<file path="src/rtl/interpolating_lut_channel_arbiter_if.sv">
// Channel and LUT-core stream bundle for the interpolating LUT arbiter.
// master = arbiter side, slave = channel sources/sinks and the LUT core.
interface interpolating_lut_channel_arbiter_if #(
    parameter int G_NUM_CH = 4,
    parameter int G_DWIDTH = 24
);
    logic [G_NUM_CH*G_DWIDTH-1:0] ch_din;
    logic [G_NUM_CH-1:0]          ch_din_valid;
    logic [G_NUM_CH-1:0]          ch_din_ready;
    logic [G_NUM_CH*G_DWIDTH-1:0] ch_dout;
    logic [G_NUM_CH-1:0]          ch_dout_valid;
    logic [G_NUM_CH-1:0]          ch_dout_ready;
    logic [G_DWIDTH-1:0]          lut_din;
    logic                         lut_din_valid;
    logic                         lut_din_ready;
    logic [G_DWIDTH-1:0]          lut_dout;
    logic                         lut_dout_valid;
    logic                         lut_dout_ready;

    modport master (
        input  ch_din, ch_din_valid, ch_dout_ready,
        input  lut_din_ready, lut_dout, lut_dout_valid,
        output ch_din_ready, ch_dout, ch_dout_valid,
        output lut_din, lut_din_valid, lut_dout_ready
    );

    modport slave (
        output ch_din, ch_din_valid, ch_dout_ready,
        output lut_din_ready, lut_dout, lut_dout_valid,
        input  ch_din_ready, ch_dout, ch_dout_valid,
        input  lut_din, lut_din_valid, lut_dout_ready
    );
endinterface

</file>
<file path="src/rtl/interpolating_lut_channel_arbiter.sv">
// Round-robin sharing of one interpolating-LUT core among G_NUM_CH
// sample streams, one sample in flight, results routed back by channel.
module interpolating_lut_channel_arbiter #(
    parameter int G_NUM_CH    = 4,
    parameter int G_DWIDTH    = 24,
    parameter int G_CNT_WIDTH = 16
) (
    input  logic                        clk,
    input  logic                        reset,
    input  logic                        enable,
    input  logic                        lut_prog_done,
    interpolating_lut_channel_arbiter_if.master io,
    output logic [$clog2(G_NUM_CH)-1:0] active_ch,
    output logic                        busy,
    output logic [G_CNT_WIDTH-1:0]      xfer_count
);
    localparam int CW = $clog2(G_NUM_CH);

    typedef enum logic [2:0] {
        S_WAIT_PROG,
        S_ARB,
        S_ISSUE,
        S_WAIT,
        S_DELIVER
    } state_t;

    state_t                       state;
    state_t                       state_nxt;
    logic [CW-1:0]                last_grant;
    logic [CW-1:0]                grant;
    logic                         grant_found;
    logic [CW:0]                  cand;
    logic [G_DWIDTH-1:0]          sample;
    logic [G_NUM_CH*G_DWIDTH-1:0] dout_q;
    logic                         run;

    assign run        = enable && !reset;
    assign io.lut_din = sample;
    assign io.ch_dout = dout_q;

    // Search starts one past the last served channel; cand wraps at G_NUM_CH.
    always_comb begin
        grant       = '0;
        grant_found = 1'b0;
        cand        = '0;
        for (int i = 1; i <= G_NUM_CH; i++) begin
            cand = {1'b0, last_grant} + (CW+1)'(i);
            if (cand >= (CW+1)'(G_NUM_CH))
                cand = cand - (CW+1)'(G_NUM_CH);
            if (!grant_found && io.ch_din_valid[cand[CW-1:0]]) begin
                grant_found = 1'b1;
                grant       = cand[CW-1:0];
            end
        end
    end

    always_comb begin
        state_nxt         = state;
        io.ch_din_ready   = '0;
        io.lut_din_valid  = 1'b0;
        io.lut_dout_ready = 1'b0;
        io.ch_dout_valid  = '0;
        busy              = 1'b0;
        unique case (state)
            S_WAIT_PROG: begin
                if (lut_prog_done)
                    state_nxt = S_ARB;
            end
            S_ARB: begin
                if (!lut_prog_done) begin
                    state_nxt = S_WAIT_PROG;
                end else if (grant_found) begin
                    io.ch_din_ready[grant] = run;
                    state_nxt = S_ISSUE;
                end
            end
            S_ISSUE: begin
                busy             = 1'b1;
                io.lut_din_valid = run;
                if (io.lut_din_ready)
                    state_nxt = S_WAIT;
            end
            S_WAIT: begin
                busy              = 1'b1;
                io.lut_dout_ready = run;
                if (io.lut_dout_valid)
                    state_nxt = S_DELIVER;
            end
            S_DELIVER: begin
                busy = 1'b1;
                io.ch_dout_valid[active_ch] = run;
                if (io.ch_dout_ready[active_ch])
                    state_nxt = S_ARB;
            end
            default: state_nxt = S_WAIT_PROG;
        endcase
    end

    always_ff @(posedge clk) begin
        if (!run) begin
            state      <= S_WAIT_PROG;
            last_grant <= CW'(G_NUM_CH - 1);
            active_ch  <= '0;
            xfer_count <= '0;
            sample     <= '0;
        end else begin
            state <= state_nxt;
            if (state == S_ARB && lut_prog_done && grant_found) begin
                sample    <= io.ch_din[grant*G_DWIDTH +: G_DWIDTH];
                active_ch <= grant;
            end
            if (state == S_DELIVER && io.ch_dout_ready[active_ch]) begin
                last_grant <= active_ch;
                xfer_count <= xfer_count + G_CNT_WIDTH'(1);
            end
        end
    end

    // Results survive enable=0; only a real reset clears them.
    always_ff @(posedge clk) begin
        if (reset)
            dout_q <= '0;
        else if (enable && state == S_WAIT && io.lut_dout_valid)
            dout_q[active_ch*G_DWIDTH +: G_DWIDTH] <= io.lut_dout;
    end
endmodule

</file>
<file path="src/flat_wrapper.sv">
// flat-port wrapper written by rule: the top's interface ports become plain ports
module interpolating_lut_channel_arbiter_flat 
#(
    parameter int G_NUM_CH    = 4,
    parameter int G_DWIDTH    = 24,
    parameter int G_CNT_WIDTH = 16
)
  (clk, reset, enable, lut_prog_done, active_ch, busy, xfer_count, io_ch_din, io_ch_din_valid, io_ch_dout_ready, io_lut_din_ready, io_lut_dout, io_lut_dout_valid, io_ch_din_ready, io_ch_dout, io_ch_dout_valid, io_lut_din, io_lut_din_valid, io_lut_dout_ready);
  interpolating_lut_channel_arbiter_if #(.G_NUM_CH(G_NUM_CH), .G_DWIDTH(G_DWIDTH)) io_i ();
  input  logic clk;
  input  logic reset;
  input  logic enable;
  input  logic lut_prog_done;
  output logic [$clog2(G_NUM_CH)-1:0] active_ch;
  output logic busy;
  output logic [G_CNT_WIDTH-1:0] xfer_count;
  input wire logic [$bits(io_i.ch_din)-1:0] io_ch_din;
  input wire logic [$bits(io_i.ch_din_valid)-1:0] io_ch_din_valid;
  input wire logic [$bits(io_i.ch_dout_ready)-1:0] io_ch_dout_ready;
  input wire logic [$bits(io_i.lut_din_ready)-1:0] io_lut_din_ready;
  input wire logic [$bits(io_i.lut_dout)-1:0] io_lut_dout;
  input wire logic [$bits(io_i.lut_dout_valid)-1:0] io_lut_dout_valid;
  output wire logic [$bits(io_i.ch_din_ready)-1:0] io_ch_din_ready;
  output wire logic [$bits(io_i.ch_dout)-1:0] io_ch_dout;
  output wire logic [$bits(io_i.ch_dout_valid)-1:0] io_ch_dout_valid;
  output wire logic [$bits(io_i.lut_din)-1:0] io_lut_din;
  output wire logic [$bits(io_i.lut_din_valid)-1:0] io_lut_din_valid;
  output wire logic [$bits(io_i.lut_dout_ready)-1:0] io_lut_dout_ready;
  assign io_i.ch_din = io_ch_din;
  assign io_i.ch_din_valid = io_ch_din_valid;
  assign io_i.ch_dout_ready = io_ch_dout_ready;
  assign io_i.lut_din_ready = io_lut_din_ready;
  assign io_i.lut_dout = io_lut_dout;
  assign io_i.lut_dout_valid = io_lut_dout_valid;
  assign io_ch_din_ready = io_i.ch_din_ready;
  assign io_ch_dout = io_i.ch_dout;
  assign io_ch_dout_valid = io_i.ch_dout_valid;
  assign io_lut_din = io_i.lut_din;
  assign io_lut_din_valid = io_i.lut_din_valid;
  assign io_lut_dout_ready = io_i.lut_dout_ready;
  interpolating_lut_channel_arbiter #(.G_NUM_CH(G_NUM_CH), .G_DWIDTH(G_DWIDTH), .G_CNT_WIDTH(G_CNT_WIDTH)) u_core (.clk(clk), .reset(reset), .enable(enable), .lut_prog_done(lut_prog_done), .io(io_i), .active_ch(active_ch), .busy(busy), .xfer_count(xfer_count));
endmodule
</file>
<file path="config.mk">
export PLATFORM = sky130hd
export DESIGN_NAME = interpolating_lut_channel_arbiter_flat
export DESIGN_NICKNAME = d
export VERILOG_FILES = /design/src/rtl/interpolating_lut_channel_arbiter_if.sv /design/src/rtl/interpolating_lut_channel_arbiter.sv /design/src/flat_wrapper.sv
export SDC_FILE = /design/constraint.sdc
export NUM_CORES = 1
export LEC_CHECK = 0
export ABC_CLOCK_PERIOD_IN_PS = 4800
export BUFFER_PORTS_ARGS = -buffer_cell sky130_fd_sc_hd__buf_2
export CORE_MARGIN = 2
export CORE_UTILIZATION = 50
export CTS_BUF_LIST = sky130_fd_sc_hd__clkbuf_4 sky130_fd_sc_hd__clkbuf_8 sky130_fd_sc_hd__clkbuf_16
export DETAILED_ROUTE_END_ITERATION = 10
export GPL_TIMING_DRIVEN = 0
export PLACE_DENSITY_LB_ADDON = 0.15
export SLEW_MARGIN = 20
export SYNTH_ARGS = -nofsm -noshare
export SYNTH_HDL_FRONTEND = slang
export SYNTH_SLANG_ARGS = --single-unit
export TNS_END_PERCENT = 5
</file>
<file path="constraint.sdc">
create_clock -name clk -period 4.8 [get_ports clk]
set_clock_uncertainty 0.2 [all_clocks]
set_input_delay 0.96 -clock clk [delete_from_list [all_inputs] [get_ports clk]]
set_output_delay 0.96 -clock clk [all_outputs]
set_load 0.01 [all_outputs]
</file>
After elaboration in Yosys (flattened, before gate mapping). Index checks and enable logic that the tools add are counted.

Add/subtract/negate cells: 10. Multipliers: 2. Divide/modulo/power cells: 0. Order comparisons: 12. Equality and inequality tests: 9. Shift-type cells: 3. Muxes and demuxes: 41. Bitwise logic cells: 2. Reduce and logical (&&, ||, !) cells: 18.

Operators with widths (number): $bwmux 96 (1); $shift 24x34->96 const A (1); $shiftx 24x34->96 (1); $shiftx 96x8->24 (1); $neg 7->34 (1); $lt 2x3->1 const B (6); $mux 3 (6); $add 16x1->16 const B (1); $mux 2 (8); $mux 4 (4); $pmux 3 s5 (1); $mux 1 (14); $ge 3x3->1 const B (4); $logic_and 1x1->1 (11); $bmux 1 s2 (5); $and 4x4->4 (2); $mul 2x2->4 const B (2); $sub 2x1->2 const B (4); $add 2x2->3 const B (2); $eq 3x2->1 const B (2); $ne 2x2->1 const B (3); $reduce_and 5->1 (1); $demux 1 s2 (2); $ge 2x1->1 const B (2); 9 further kinds (12).

Register bits after elaboration: 143. Latch bits: 0. Memory bits (writable): 0. ROM bits: 0. Bits of input ports: 134. Output and inout port bits: 149. Memories kept: 0.

Longest topological paths before layout. Gate-level depths: netlist of the first run.

Depth in word-level cells: 23. Gate-level depth with buffers: 11.

Least setup slack after synthesis of the first run. No wires, ideal clock.

Path type: in2out. From: input io_ch_din_valid[2]. To: output io_ch_din_ready[0]. Arrival: 2.200 ns. Data required time: 3.640 ns. Slack: 1.440 ns. Cell stages on the path: 6. Buffers on the path: 3. Cells stage by stage: clkbuf_1 -> or4_1 -> and4b_1 -> buf_4 -> buf_6 -> and3_1.

Longest elaborated chain between the ends: 20. Elaborated cells between the ends (all ways): 31.

Ends and longest elaborated chain: from (decl) (line flat_wrapper.sv:18) `input wire logic [$bits(io_i.ch_din_valid)-1:0] io_ch_din_valid;`; $bmux 1 s2 (line interpolating_lut_channel_arbiter.sv:50) `if (!grant_found && io.ch_din_valid[cand[CW-1:0]]) begin`; $mux 1 (implied by the code) (line interpolating_lut_channel_arbiter.sv:50); $mux 1 (line interpolating_lut_channel_arbiter.sv:50); $logic_not 1->1 (line interpolating_lut_channel_arbiter.sv:50); $logic_and 1x1->1 (line interpolating_lut_channel_arbiter.sv:50); $mux 1 (line interpolating_lut_channel_arbiter.sv:50); $logic_not 1->1 (line interpolating_lut_channel_arbiter.sv:50); $logic_and 1x1->1 (line interpolating_lut_channel_arbiter.sv:50); (+4 left out); $lt 2x3->1 (implied by the code) / $ge 2x1->1 (equally long branches) (line interpolating_lut_channel_arbiter.sv:73) `io.ch_din_ready[grant] = run;`; $logic_and 1x1->1 (implied by the code) (line interpolating_lut_channel_arbiter.sv:73); $mux 1 (implied by the code) (line interpolating_lut_channel_arbiter.sv:73); $demux 1 s2; $and 4x4->4 (no source line); $mux 4 * (line interpolating_lut_channel_arbiter.sv:72) `end else if (grant_found) begin`; $mux 4 * (line interpolating_lut_channel_arbiter.sv:70) `if (!lut_prog_done) begin`; $mux 4 * (line interpolating_lut_channel_arbiter.sv:64) `unique case (state)`; to (decl) (line flat_wrapper.sv:23) `output wire logic [$bits(io_i.ch_din_ready)-1:0] io_ch_din_ready;`.

Mark *: on every way between the ends. The rest lies on a longest branch, timed or not. The select of a mux whose other input is x is not followed.

Final worst setup path of the first run.
From: input reset. To: output io_ch_din_ready[2].

Longest elaborated chain between the ends: 6.

Ends and longest elaborated chain: from (decl) (line flat_wrapper.sv:11) `input logic reset;`; $logic_not 1->1 (line interpolating_lut_channel_arbiter.sv:37) `assign run = enable && !reset;`; $logic_and 1x1->1 (line interpolating_lut_channel_arbiter.sv:37); $and 4x4->4 (no source line); $mux 4 (line interpolating_lut_channel_arbiter.sv:72); $mux 4 (line interpolating_lut_channel_arbiter.sv:70); $mux 4 (line interpolating_lut_channel_arbiter.sv:64).

No other way between the ends.

==> run_summary.xml, run 1 <==
<?xml version="1.0" encoding="UTF-8"?>
<metrics>
  <group name="status">
    <metric name="result_of_the_run" unit="">complete, no violations</metric>
  </group>
  <group name="floorplanning">
    <metric name="die_height" unit="µm">118</metric>
    <metric name="floorplan.initialDensity" unit="%">51.4</metric>
    <metric name="ioPinCount" unit="">283</metric>
    <metric name="die_x" unit="µm">118</metric>
    <metric name="fp.coreArea" unit="µm²">12700</metric>
    <metric name="fp.dieArea" unit="µm²">14000</metric>
    <metric name="row_count" unit="">41</metric>
  </group>
  <group name="pwr">
    <metric name="power_per_cell_area" unit="nW/µm²">324</metric>
    <metric name="ir_worst_vdd" unit="mV">0.205</metric>
    <metric name="leakage" unit="µW">0.00390</metric>
    <metric name="power" unit="µW">2850</metric>
  </group>
  <group name="clock_network">
    <metric name="cts_setup_buffers" unit="">0</metric>
    <metric name="worst_skew_pair.late_latency" unit="ps">420</metric>
    <metric name="cts_buffers" unit="">17</metric>
    <metric name="cts-root-to-sink-buffers" unit="">2</metric>
    <metric name="htree_depth" unit="">4</metric>
    <metric name="cts.sinks" unit="">143</metric>
    <metric name="worst_path_clk_slew" unit="ps">60</metric>
    <metric name="cts-hold-fix-buffers" unit="">0</metric>
    <metric name="cts_resized" unit="">0</metric>
    <metric name="cts_tree" unit="">built</metric>
    <metric name="cts_root_buffer" unit="">sky130_fd_sc_hd__clkbuf_16</metric>
  </group>
  <group name="sta">
    <metric name="period_minus_slack" unit="ps">3780</metric>
    <metric name="holdWs" unit="ps">250</metric>
    <metric name="final-setup-viol-count" unit="">0</metric>
    <metric name="worstMarginPinSlew" unit="ps">798</metric>
    <metric name="final-max-slew-violation-count" unit="">0</metric>
    <metric name="finalSetupTns" unit="ps">0</metric>
    <metric name="period_share" unit="%">78.7</metric>
    <metric name="hold_violations" unit="">0</metric>
    <metric name="max_freq" unit="MHz">265</metric>
    <metric name="grt_setup_unrepaired" unit="">no</metric>
    <metric name="worst_slew_slack_as_a_fraction_of_its_limit" unit="%">46.8</metric>
  </group>
  <group name="place">
    <metric name="port-buffer-count" unit="">280</metric>
    <metric name="dp.final_hpwl" unit="µm">17400</metric>
    <metric name="gpl.final_weighted_congestion" unit="">0.952</metric>
  </group>
  <group name="route">
    <metric name="route.antenna.remaining_nets" unit="">0</metric>
    <metric name="wire_per_inst" unit="µm">18.7</metric>
    <metric name="first_pass_iters" unit="">10</metric>
    <metric name="remaining_drc_errors" unit="">0</metric>
    <metric name="routed_vias_inst" unit="">5.77</metric>
    <metric name="postRouteWirelength" unit="µm">23100</metric>
    <metric name="drt_iter0_drc" unit="">733</metric>
    <metric name="via_count" unit="">7151</metric>
  </group>
  <group name="worst_setup_path">
    <metric name="timing.critical_path.fanout_max" unit="">10</metric>
    <metric name="setup.worst_path.end" unit="">io_ch_din_ready[2]</metric>
    <metric name="setup.reg_to_reg.worst_slack" unit="ps">1800</metric>
    <metric name="required" unit="ps">3640</metric>
    <metric name="worst_setup_path_startpoint" unit="">reset</metric>
    <metric name="reg2reg_depth" unit="">10</metric>
    <metric name="worstReg2RegEnd" unit="">u_core.io.ch_dout[24]$_SDFFE_PP0P_</metric>
    <metric name="r2r_start" unit="">u_core.active_ch[0]$_SDFFE_PN0P_</metric>
    <metric name="worstSetupPathType" unit="">primary input to output pin</metric>
    <metric name="launching_element_type_of_the_critical_path" unit="">primary input</metric>
    <metric name="arrival" unit="ps">2620</metric>
    <metric name="endpoint_kind" unit="">output pin</metric>
  </group>
  <group name="global_routing">
    <metric name="globalRoute.totalOverflow" unit="">0</metric>
    <metric name="grt_max_degree" unit="">17</metric>
    <metric name="grt_util_overall" unit="%">32.8</metric>
    <metric name="first_pass_grt_wire_length" unit="µm">36300</metric>
    <metric name="grt_pass1_vias" unit="">6847</metric>
    <metric name="antenna_found_initial" unit="">1</metric>
  </group>
  <group name="logic_synthesis">
    <metric name="portion_of_the_post_synthesis_area_used_by_sequential_elements" unit="%">43.9</metric>
    <metric name="ys_types" unit="">56</metric>
    <metric name="synthArstFlopShare" unit="%">0</metric>
    <metric name="post_synth_inst_count" unit="">755</metric>
    <metric name="yosysWarnings" unit="">0</metric>
    <metric name="synth-main-ff-cell" unit="">sky130_fd_sc_hd__dfxtp_1</metric>
    <metric name="netlist_top_cells_area" unit="">sky130_fd_sc_hd__dfxtp_1 44%, sky130_fd_sc_hd__nand2_1 5.2%, sky130_fd_sc_hd__a22o_1 4.7%</metric>
    <metric name="synth_nets" unit="">896</metric>
    <metric name="netlist.area_leader.share" unit="%">43.9</metric>
    <metric name="ffs_latches_synth" unit="">143</metric>
    <metric name="mappedNetlistArea" unit="µm²">6520</metric>
    <metric name="synth_edf_count" unit="">0</metric>
    <metric name="synth_top_area_cell" unit="">sky130_fd_sc_hd__dfxtp_1</metric>
    <metric name="syn_avg_cell_area" unit="µm²">8.63</metric>
  </group>
  <group name="layout">
    <metric name="post_route_cells_drive_above_1_share" unit="%">33.5</metric>
    <metric name="most-common-layout-cells" unit="">304 x sky130_fd_sc_hd__buf_2, 143 x sky130_fd_sc_hd__dfxtp_1, 91 x sky130_fd_sc_hd__nand2_1, 63 x sky130_fd_sc_hd__nor2_1, 59 x sky130_fd_sc_hd__a21oi_1</metric>
    <metric name="numnets_final" unit="">1195</metric>
    <metric name="areaGrowthSynthToFinish" unit="%">34.9</metric>
    <metric name="layout.cells.most_common" unit="">sky130_fd_sc_hd__buf_2</metric>
    <metric name="post-route-util" unit="%">69.3</metric>
  </group>
  <group name="job">
    <metric name="cap_viol_max_count" unit="">0</metric>
  </group>
  <group name="worst_hold_path">
    <metric name="hold_path.startpoint" unit="">u_core.io.ch_dout[52]$_SDFFE_PP0P_</metric>
    <metric name="hold_path.class" unit="">flop to flop</metric>
  </group>
</metrics>
## cells in the mapped netlist (all sizes together), types with 4 or more instances
| master | number |
|---|---|
| a21oi | 59 |
| clkbuf | 33 |
| nand4b | 6 |
| dfxtp | 143 |
| buf | 33 |
| a31oi | 27 |
| xor2 | 13 |
| nand2b | 8 |
| o21ai | 41 |
| nand2 | 93 |
| nor4b | 7 |
| nand3 | 41 |
| a22o | 35 |
| nor3b | 4 |
| and3 | 18 |
| ha | 7 |
| a22oi | 24 |
| inv | 4 |
| or3 | 6 |
| and2 | 6 |
| mux2i | 16 |
| a222oi | 24 |
| nor3 | 12 |
| nor2b | 4 |
| nor2 | 64 |
## power breakdown
group / total, µW / internal (µW) / switching (µW)
Clock: 1450 / 937 / 518
Sequential: 1190 / 1190 / 2.54
Combinational: 201 / 79.6 / 121
Total: 2850 / 2210 / 641
## layout make-up
cell class / instances / area (µm²)
fill: 1113 / 3880
multi-input combinational: 542 / 3320
sequential: 143 / 2860
timing repair buffer: 280 / 1400
clock buffer: 18 / 439
buffer: 66 / 319
tap: 172 / 215
clock inverter: 14 / 213
inverter: 4 / 15.0
antenna: 1 / 2.50
## how the worst min path moves through the flow
| stage | to | slack (ps) | cells past startpoint |
|---|---|---|---|
| floorplan | u_core.state[0]$_SDFFE_PN0P_ | 260 | 1 |
| global placement | u_core.io.ch_dout[66]$_SDFFE_PP0P_ | 240 | 2 |
| detailed placement | u_core.io.ch_dout[70]$_SDFFE_PP0P_ | 240 | 2 |
| CTS | u_core.io.ch_dout[70]$_SDFFE_PP0P_ | 250 | 2 |
| global route | u_core.io.ch_dout[68]$_SDFFE_PP0P_ | 270 | 2 |
| finish | u_core.io.ch_dout[52]$_SDFFE_PP0P_ | 250 | 2 |
## stage by stage
| stage | instances | cell area (µm²) | setup slack, ps |
|---|---|---|---|
| 2_1_floorplan | 755 | 6520 | 1440 |
| 3_3_place_gp | 1207 | 8130 | 1010 |
| 3_5_place_dp | 1207 | 8130 | 1000 |
| 4_1_cts | 1239 | 8780 | 1000 |
| 5_1_grt | 1239 | 8780 | 915 |
| 6_report | 1240 | 8790 | 1020 |
## critical path: stages
cell	delay [ps]
sky130_fd_sc_hd__clkbuf_1	220
sky130_fd_sc_hd__nor2b_1	640
sky130_fd_sc_hd__clkbuf_1	410
sky130_fd_sc_hd__and3_1	250
sky130_fd_sc_hd__buf_2	140
## layer usage
metal	routed length [µm]	vias to the layer above	GRT usage, %
met1	8950	3329	39.8
met2	11400	396	56.1
met5	0	-	0
li1	-	3376	-
met4	664	0	13.2
met3	2130	50	7.58
## logic make-up (layout without fill, tap and decap cells)
group | Yosys count | count (layout) | synth area share [%]
AND/OR/NAND/NOR | 280 | 280 | 21.7
AO/OA/AOI/OAI | 222 | 222 | 22.9
flip-flops | 143 | 143 | 43.9
buffers and inverters | 70 | 382 | 5.13
multiplexers | 18 | 18 | 2.98
XOR/XNOR | 15 | 15 | 2.02
adder cells (fa/ha/maj) | 7 | 7 | 1.34
other | 0 | 1 | 0
## registers in the layout, summed over array words and instances (netlist names)
register and flops:
u_core.io.lut_din 24, u_core.xfer_count 16, u_core.io.ch_dout 96, u_core.last_grant 2, u_core.state 3, u_core.active_ch 2
Power figures use the tool's default switching activity.
==> run 2: changes to the inputs <==
ABC_CLOCK_PERIOD_IN_PS = 3900   (was 4800)
CORE_UTILIZATION = 48   (was 50)
clock period = 3.9 ns   (was 4.8 ns; I/O delays follow)
==> run 2 against run 1 <==
Global-route usage fell by 1.4 points. Core utilization fell by 2.7 points. Register-to-register slack got worse by 780 ps. Largest cell class unchanged.
==> run_summary.xml, run 2 (same netlist as run 1, synthesis figures left out) <==
<?xml version="1.0" encoding="UTF-8"?>
<metrics>
  <group name="status">
    <metric name="result_of_the_run" unit="">complete, no violations</metric>
  </group>
  <group name="pwr">
    <metric name="ir_worst_vdd" unit="mV">0.313</metric>
    <metric name="power" unit="µW">3580</metric>
    <metric name="power_per_cell_area" unit="nW/µm²">406</metric>
    <metric name="leakage" unit="µW">0.00390</metric>
  </group>
  <group name="worst_setup_path">
    <metric name="arrival" unit="ps">2600</metric>
    <metric name="worstReg2RegEnd" unit="">u_core.io.ch_dout[28]$_SDFFE_PP0P_</metric>
    <metric name="reg2reg_depth" unit="">10</metric>
    <metric name="required" unit="ps">2920</metric>
    <metric name="endpoint_kind" unit="">output pin</metric>
    <metric name="worstSetupPathType" unit="">flop to output pin</metric>
    <metric name="r2r_start" unit="">u_core.active_ch[0]$_SDFFE_PN0P_</metric>
    <metric name="launching_element_type_of_the_critical_path" unit="">flop</metric>
    <metric name="setup.reg_to_reg.worst_slack" unit="ps">1020</metric>
    <metric name="timing.critical_path.fanout_max" unit="">12</metric>
  </group>
  <group name="clock_network">
    <metric name="cts_setup_buffers" unit="">0</metric>
    <metric name="worst_skew_pair.late_latency" unit="ps">420</metric>
    <metric name="cts_resized" unit="">0</metric>
    <metric name="cts-root-to-sink-buffers" unit="">2</metric>
    <metric name="cts_tree" unit="">built</metric>
    <metric name="cts.sinks" unit="">143</metric>
    <metric name="cts_buffers" unit="">17</metric>
    <metric name="worst_path_clk_slew" unit="ps">60</metric>
    <metric name="htree_depth" unit="">4</metric>
    <metric name="cts-hold-fix-buffers" unit="">0</metric>
    <metric name="cts_root_buffer" unit="">sky130_fd_sc_hd__clkbuf_16</metric>
  </group>
  <group name="floorplanning">
    <metric name="row_count" unit="">42</metric>
    <metric name="die_height" unit="µm">121</metric>
    <metric name="ioPinCount" unit="">283</metric>
    <metric name="floorplan.initialDensity" unit="%">49.2</metric>
    <metric name="fp.dieArea" unit="µm²">14500</metric>
    <metric name="fp.coreArea" unit="µm²">13200</metric>
    <metric name="die_x" unit="µm">121</metric>
  </group>
  <group name="place">
    <metric name="port-buffer-count" unit="">280</metric>
    <metric name="placed_area" unit="µm²">8140</metric>
    <metric name="dp.final_hpwl" unit="µm">17600</metric>
    <metric name="gpl.final_weighted_congestion" unit="">0.920</metric>
  </group>
  <group name="global_routing">
    <metric name="gr-usage-met2" unit="%">54.0</metric>
    <metric name="globalRouteMet1Util" unit="%">38.5</metric>
    <metric name="globalRoute.totalOverflow" unit="">0</metric>
    <metric name="grt_util_overall" unit="%">31.5</metric>
    <metric name="first_pass_grt_wire_length" unit="µm">35500</metric>
    <metric name="grt_pass1_vias" unit="">6699</metric>
    <metric name="gr-usage-met3" unit="%">6.79</metric>
    <metric name="antenna_found_initial" unit="">0</metric>
    <metric name="gr-max-usage-layer" unit="">met2</metric>
    <metric name="grt_max_degree" unit="">17</metric>
  </group>
  <group name="sta">
    <metric name="worstMarginPinSlew" unit="ps">704</metric>
    <metric name="grt_setup_unrepaired" unit="">no</metric>
    <metric name="period_share" unit="%">91.8</metric>
    <metric name="final-setup-viol-count" unit="">0</metric>
    <metric name="hold_violations" unit="">0</metric>
    <metric name="period_minus_slack" unit="ps">3580</metric>
    <metric name="worst_slew_slack_as_a_fraction_of_its_limit" unit="%">52.9</metric>
    <metric name="max_freq" unit="MHz">279</metric>
    <metric name="finalSetupTns" unit="ps">0</metric>
    <metric name="final-max-slew-violation-count" unit="">0</metric>
  </group>
  <group name="worst_hold_path">
    <metric name="timing.hold.worst_endpoint" unit="">u_core.io.ch_dout[1]$_SDFFE_PP0P_</metric>
    <metric name="hold_path.class" unit="">flop to flop</metric>
    <metric name="hold_path.startpoint" unit="">u_core.io.ch_dout[1]$_SDFFE_PP0P_</metric>
    <metric name="min_path_cells" unit="">2</metric>
  </group>
  <group name="layout">
    <metric name="areaGrowthSynthToFinish" unit="%">35.4</metric>
    <metric name="finish.instance_area" unit="µm²">8820</metric>
    <metric name="layout.cells.most_common" unit="">sky130_fd_sc_hd__buf_2</metric>
    <metric name="largest_register_ff_count" unit="">96</metric>
    <metric name="numnets_final" unit="">1195</metric>
    <metric name="post_route_cells_drive_above_1_share" unit="%">33.5</metric>
    <metric name="most-common-layout-cells" unit="">304 x sky130_fd_sc_hd__buf_2, 143 x sky130_fd_sc_hd__dfxtp_1, 91 x sky130_fd_sc_hd__nand2_1, 63 x sky130_fd_sc_hd__nor2_1, 59 x sky130_fd_sc_hd__a21oi_1</metric>
    <metric name="num_antenna_cells" unit="">0</metric>
    <metric name="count_of_fill_cells_added_during_filler_insertion" unit="">1199</metric>
    <metric name="post-route-util" unit="%">66.6</metric>
  </group>
  <group name="route">
    <metric name="postRouteWirelength" unit="µm">23100</metric>
    <metric name="remaining_drc_errors" unit="">0</metric>
    <metric name="via_count" unit="">7132</metric>
    <metric name="drt_iter0_drc" unit="">645</metric>
    <metric name="wire_per_inst" unit="µm">18.6</metric>
    <metric name="first_pass_iters" unit="">7</metric>
    <metric name="route.antenna.remaining_nets" unit="">0</metric>
    <metric name="routed_vias_inst" unit="">5.74</metric>
  </group>
  <group name="job">
    <metric name="cap_viol_max_count" unit="">0</metric>
  </group>
</metrics>
-- run 2: cell types whose count changed in the layout (fill, tap and decap cells not counted) --
cell / delta
sky130_fd_sc_hd__clkinv_2: -4
sky130_fd_sc_hd__bufinv_16: +1
sky130_fd_sc_hd__clkbuf_4: +1
sky130_fd_sc_hd__clkinvlp_4: +3
sky130_fd_sc_hd__clkinv_4: +1
sky130_fd_sc_hd__inv_6: -2
sky130_fd_sc_hd__diode_2: -1
-- run 2: worst max path at each step --
| stage | endpoint | from | slack, ps |
|---|---|---|---|
| floorplan | io_ch_din_ready[0] | io_ch_din_valid[2] | 900 |
| global placement | io_ch_din_ready[0] | reset | 470 |
| detailed placement | io_ch_din_ready[0] | reset | 440 |
| CTS | io_ch_dout_valid[0] | u_core.active_ch[0]$_SDFFE_PN0P_ | 410 |
| global route | io_ch_dout_valid[0] | u_core.active_ch[0]$_SDFFE_PN0P_ | 210 |
| finish | io_ch_dout_valid[0] | u_core.active_ch[0]$_SDFFE_PN0P_ | 320 |
-- run 2: cell type report --
cell class | instances | area [µm²] | area share (%)
Tap cell | 176 | 220 | 2.50
Inverter | 4 | 15.0 | 0.170
Sequential cell | 143 | 2860 | 32.5
Clock inverter | 13 | 236 | 2.68
Timing Repair Buffer | 280 | 1400 | 15.9
Buffer | 66 | 319 | 3.62
Multi-Input combinational cell | 542 | 3320 | 37.6
Clock buffer | 19 | 447 | 5.06
-- run 2: critical path: stages (launching register included) --
cell	delay, ps
sky130_fd_sc_hd__dfxtp_1	390
sky130_fd_sc_hd__buf_6	190
sky130_fd_sc_hd__inv_2	170
sky130_fd_sc_hd__ha_1	200
sky130_fd_sc_hd__clkbuf_1	260
sky130_fd_sc_hd__clkbuf_1	570
sky130_fd_sc_hd__and3_1	270
sky130_fd_sc_hd__buf_2	140
-- run 2: metrics by stage --
step	setup slack (ps)	hold slack [ps]	std cells
2_1_floorplan	900	260	755
6_report	319	250	1243
5_1_grt	209	267	1243
3_5_place_dp	443	244	1211
4_1_cts	406	252	1243
3_3_place_gp	474	237	1211
-- run 2: layer usage --
layer | vias up | wire length, µm
met1 | 3317 | 9130
met4 | 0 | 831
li1 | 3379 | -
met2 | 367 | 11300
met3 | 69 | 1860
met5 | - | 0
-- run 2: power breakdown --
part / internal, µW / switching, µW
sequential: 1470 / 2.99
clock: 1230 / 638
combinational: 98.0 / 147
==> run 3: changes to the inputs <==
CORE_ASPECT_RATIO = 1.75   (was unset)
RECOVER_POWER = 100   (was unset)
==> run 3 against run 2 <==
Global-route usage increased by 0.23 points. Critical endpoint is now io_ch_din_ready[2]. Core utilization decreased by 2.7 points. Die area increased by 0.25%. Register-to-register slack got worse by 490 ps. Critical path depth unchanged. Hold slack got worse by 0.52 ps. Non-clock buffer count unchanged. Count of clock-buffer cells in the layout unchanged. Wire length increased by 2.6%. Via count decreased by 0.38%. Power decreased by 5.6%.
==> run_summary.xml, run 3 (same netlist as run 1, synthesis figures left out) <==
<?xml version="1.0" encoding="UTF-8"?>
<metrics>
  <group name="pwr">
    <metric name="netSwitchingPower" unit="µW">835</metric>
    <metric name="power_per_cell_area" unit="nW/µm²">397</metric>
    <metric name="sequentialPowerShare" unit="%">43.5</metric>
    <metric name="clkPwrFrac" unit="%">49.3</metric>
    <metric name="power.share.combinational" unit="%">7.2</metric>
    <metric name="ir_worst_vdd" unit="mV">0.234</metric>
    <metric name="sw_frac_of_total" unit="%">24.7</metric>
    <metric name="internal_power" unit="µW">2540</metric>
    <metric name="leakage" unit="µW">0.00316</metric>
  </group>
  <group name="sta">
    <metric name="period_minus_slack" unit="ps">3540</metric>
    <metric name="grt_setup_unrepaired" unit="">no</metric>
    <metric name="finalSetupTns" unit="ps">0</metric>
    <metric name="holdWs" unit="ps">249</metric>
    <metric name="worst_slew_slack_as_a_fraction_of_its_limit" unit="%">42.9</metric>
    <metric name="period_share" unit="%">90.7</metric>
    <metric name="layout_setup_ws" unit="ps">362</metric>
    <metric name="hold_violations" unit="">0</metric>
    <metric name="max_freq" unit="MHz">283</metric>
    <metric name="final-max-slew-violation-count" unit="">0</metric>
    <metric name="final-setup-viol-count" unit="">0</metric>
    <metric name="worstMarginPinSlew" unit="ps">850</metric>
  </group>
  <group name="layout">
    <metric name="num_antenna_cells" unit="">0</metric>
    <metric name="post_route_cells_drive_above_1_share" unit="%">18.2</metric>
    <metric name="largest_register_ff_count" unit="">96</metric>
    <metric name="areaGrowthSynthToFinish" unit="%">30.5</metric>
    <metric name="layout.cells.non_filler" unit="">1241</metric>
    <metric name="post-route-util" unit="%">63.9</metric>
    <metric name="most-common-layout-cells" unit="">197 x sky130_fd_sc_hd__clkbuf_1, 145 x sky130_fd_sc_hd__buf_2, 143 x sky130_fd_sc_hd__dfxtp_1, 91 x sky130_fd_sc_hd__nand2_1, 63 x sky130_fd_sc_hd__nor2_1</metric>
    <metric name="numnets_final" unit="">1195</metric>
    <metric name="layout.cells.most_common" unit="">sky130_fd_sc_hd__clkbuf_1</metric>
  </group>
  <group name="clock_network">
    <metric name="worst_path_clk_slew" unit="ps">70</metric>
    <metric name="cts_tree" unit="">built</metric>
    <metric name="cts-root-to-sink-buffers" unit="">2</metric>
    <metric name="cts.sinks" unit="">143</metric>
    <metric name="cts-hold-fix-buffers" unit="">0</metric>
    <metric name="cts_setup_buffers" unit="">0</metric>
    <metric name="cts_resized" unit="">0</metric>
    <metric name="htree_depth" unit="">4</metric>
    <metric name="cts_buffers" unit="">17</metric>
    <metric name="cts_root_buffer" unit="">sky130_fd_sc_hd__clkbuf_16</metric>
    <metric name="worst_skew_pair.late_latency" unit="ps">410</metric>
  </group>
  <group name="worst_setup_path">
    <metric name="critPathTopFamily" unit="">simple AND/OR/NAND/NOR gates</metric>
    <metric name="cells_traversed_along_the_worst_timing_path" unit="">clkbuf_1 -&gt; or4_1 -&gt; and4b_1 -&gt; clkbuf_1 -&gt; buf_6 -&gt; and3_1 -&gt; clkbuf_1</metric>
    <metric name="slowest_delay" unit="ps">580</metric>
    <metric name="launching_element_type_of_the_critical_path" unit="">primary input</metric>
    <metric name="arrival" unit="ps">2560</metric>
    <metric name="timing.critical_path.fanout_max" unit="">10</metric>
    <metric name="most_common_cell_on_crit_path" unit="">sky130_fd_sc_hd__clkbuf_1</metric>
    <metric name="worstSetupPathType" unit="">primary input to output pin</metric>
    <metric name="crit_slowest_cell" unit="">sky130_fd_sc_hd__or4_1</metric>
    <metric name="worst_path_bufs_invs" unit="">4</metric>
    <metric name="required" unit="ps">2920</metric>
    <metric name="endpoint_kind" unit="">output pin</metric>
  </group>
  <group name="route">
    <metric name="route.antenna.remaining_nets" unit="">0</metric>
    <metric name="routed_vias_inst" unit="">5.73</metric>
    <metric name="remaining_drc_errors" unit="">0</metric>
    <metric name="wire_per_inst" unit="µm">19.1</metric>
    <metric name="drt_iter0_drc" unit="">502</metric>
    <metric name="via_count" unit="">7105</metric>
    <metric name="first_pass_iters" unit="">8</metric>
    <metric name="postRouteWirelength" unit="µm">23700</metric>
  </group>
  <group name="floorplanning">
    <metric name="ioPinCount" unit="">283</metric>
    <metric name="row_count" unit="">56</metric>
    <metric name="die_height" unit="µm">158</metric>
    <metric name="die_x" unit="µm">92.1</metric>
    <metric name="floorplan.initialDensity" unit="%">48.9</metric>
    <metric name="fp.coreArea" unit="µm²">13300</metric>
    <metric name="fp.dieArea" unit="µm²">14600</metric>
  </group>
  <group name="global_routing">
    <metric name="antenna_found_initial" unit="">0</metric>
    <metric name="first_pass_grt_wire_length" unit="µm">35600</metric>
    <metric name="grt_max_degree" unit="">17</metric>
    <metric name="grt_pass1_vias" unit="">6874</metric>
    <metric name="grt_util_overall" unit="%">31.7</metric>
    <metric name="globalRoute.totalOverflow" unit="">0</metric>
  </group>
  <group name="place">
    <metric name="port-buffer-count" unit="">280</metric>
    <metric name="placement.setup.worst_slack" unit="ps">529</metric>
    <metric name="gpl.final_weighted_congestion" unit="">0.925</metric>
    <metric name="placedCellCount" unit="">1209</metric>
    <metric name="dp.final_hpwl" unit="µm">18500</metric>
  </group>
  <group name="worst_hold_path">
    <metric name="hold_path.class" unit="">flop to flop</metric>
  </group>
  <group name="job">
    <metric name="cap_viol_max_count" unit="">0</metric>
  </group>
  <group name="status">
    <metric name="result_of_the_run" unit="">complete, no violations</metric>
  </group>
</metrics>
run 3: final timing paths:
check                                          start                                 end  slack [ps]  cells after the start
setup / recovery                  io_ch_din_valid[1]                  io_ch_din_ready[2]         360                      7
hold / removal    u_core.io.ch_dout[68]$_SDFFE_PP0P_  u_core.io.ch_dout[68]$_SDFFE_PP0P_         250                      2
setup reg to reg    u_core.active_ch[0]$_SDFFE_PN0P_  u_core.io.ch_dout[46]$_SDFFE_PP0P_         530                      9
hold reg to reg   u_core.io.ch_dout[68]$_SDFFE_PP0P_  u_core.io.ch_dout[68]$_SDFFE_PP0P_         250                      2
run 3: layout make-up:
| class | instances | area, µm² |
|---|---|---|
| Sequential cell | 143 | 2860 |
| Timing Repair Buffer | 280 | 1220 |
| Multi-Input combinational cell | 542 | 3310 |
| Fill cell | 1343 | 4810 |
| Tap cell | 174 | 218 |
| Clock buffer | 19 | 447 |
| Buffer | 66 | 287 |
| Inverter | 4 | 15.0 |
| Clock inverter | 13 | 154 |
run 3: layer usage:
| metal | GRT usage [%] | wire (µm) | vias up |
|---|---|---|---|
| met5 | 0 | 0 | - |
| met4 | 18.5 | 1310 | 0 |
| met3 | 5.95 | 1900 | 74 |
| li1 | - | - | 3371 |
| met2 | 59.5 | 12400 | 403 |
| met1 | 32.3 | 8080 | 3257 |
run 3: worst register-to-register path, delay by kind of cell (launching register included):
kind	cells	cell delay, ps
buffers and inverters	5	1250
and+or+nand+nor	2	840
DFF	1	520
adders and majority gates	1	290
AOI/OAI and AO/OA	1	220
run 3: stage by stage:
stage          power [µW]  instance area [µm²]
2_1_floorplan        1600                 6520
3_3_place_gp         1740                 8140
3_5_place_dp         1740                 8140
4_1_cts              3390                 8740
5_1_grt              3470                 8500
6_report             3380                 8500
run 3: power by group through the flow:
stage	logic, µW	clock network (µW)	registers [µW]
after floorplan	103	0	1500
after global placement	238	0	1500
after detailed placement	240	0	1500
after CTS	241	1680	1470
after global routing	259	1740	1470
final	243	1670	1470
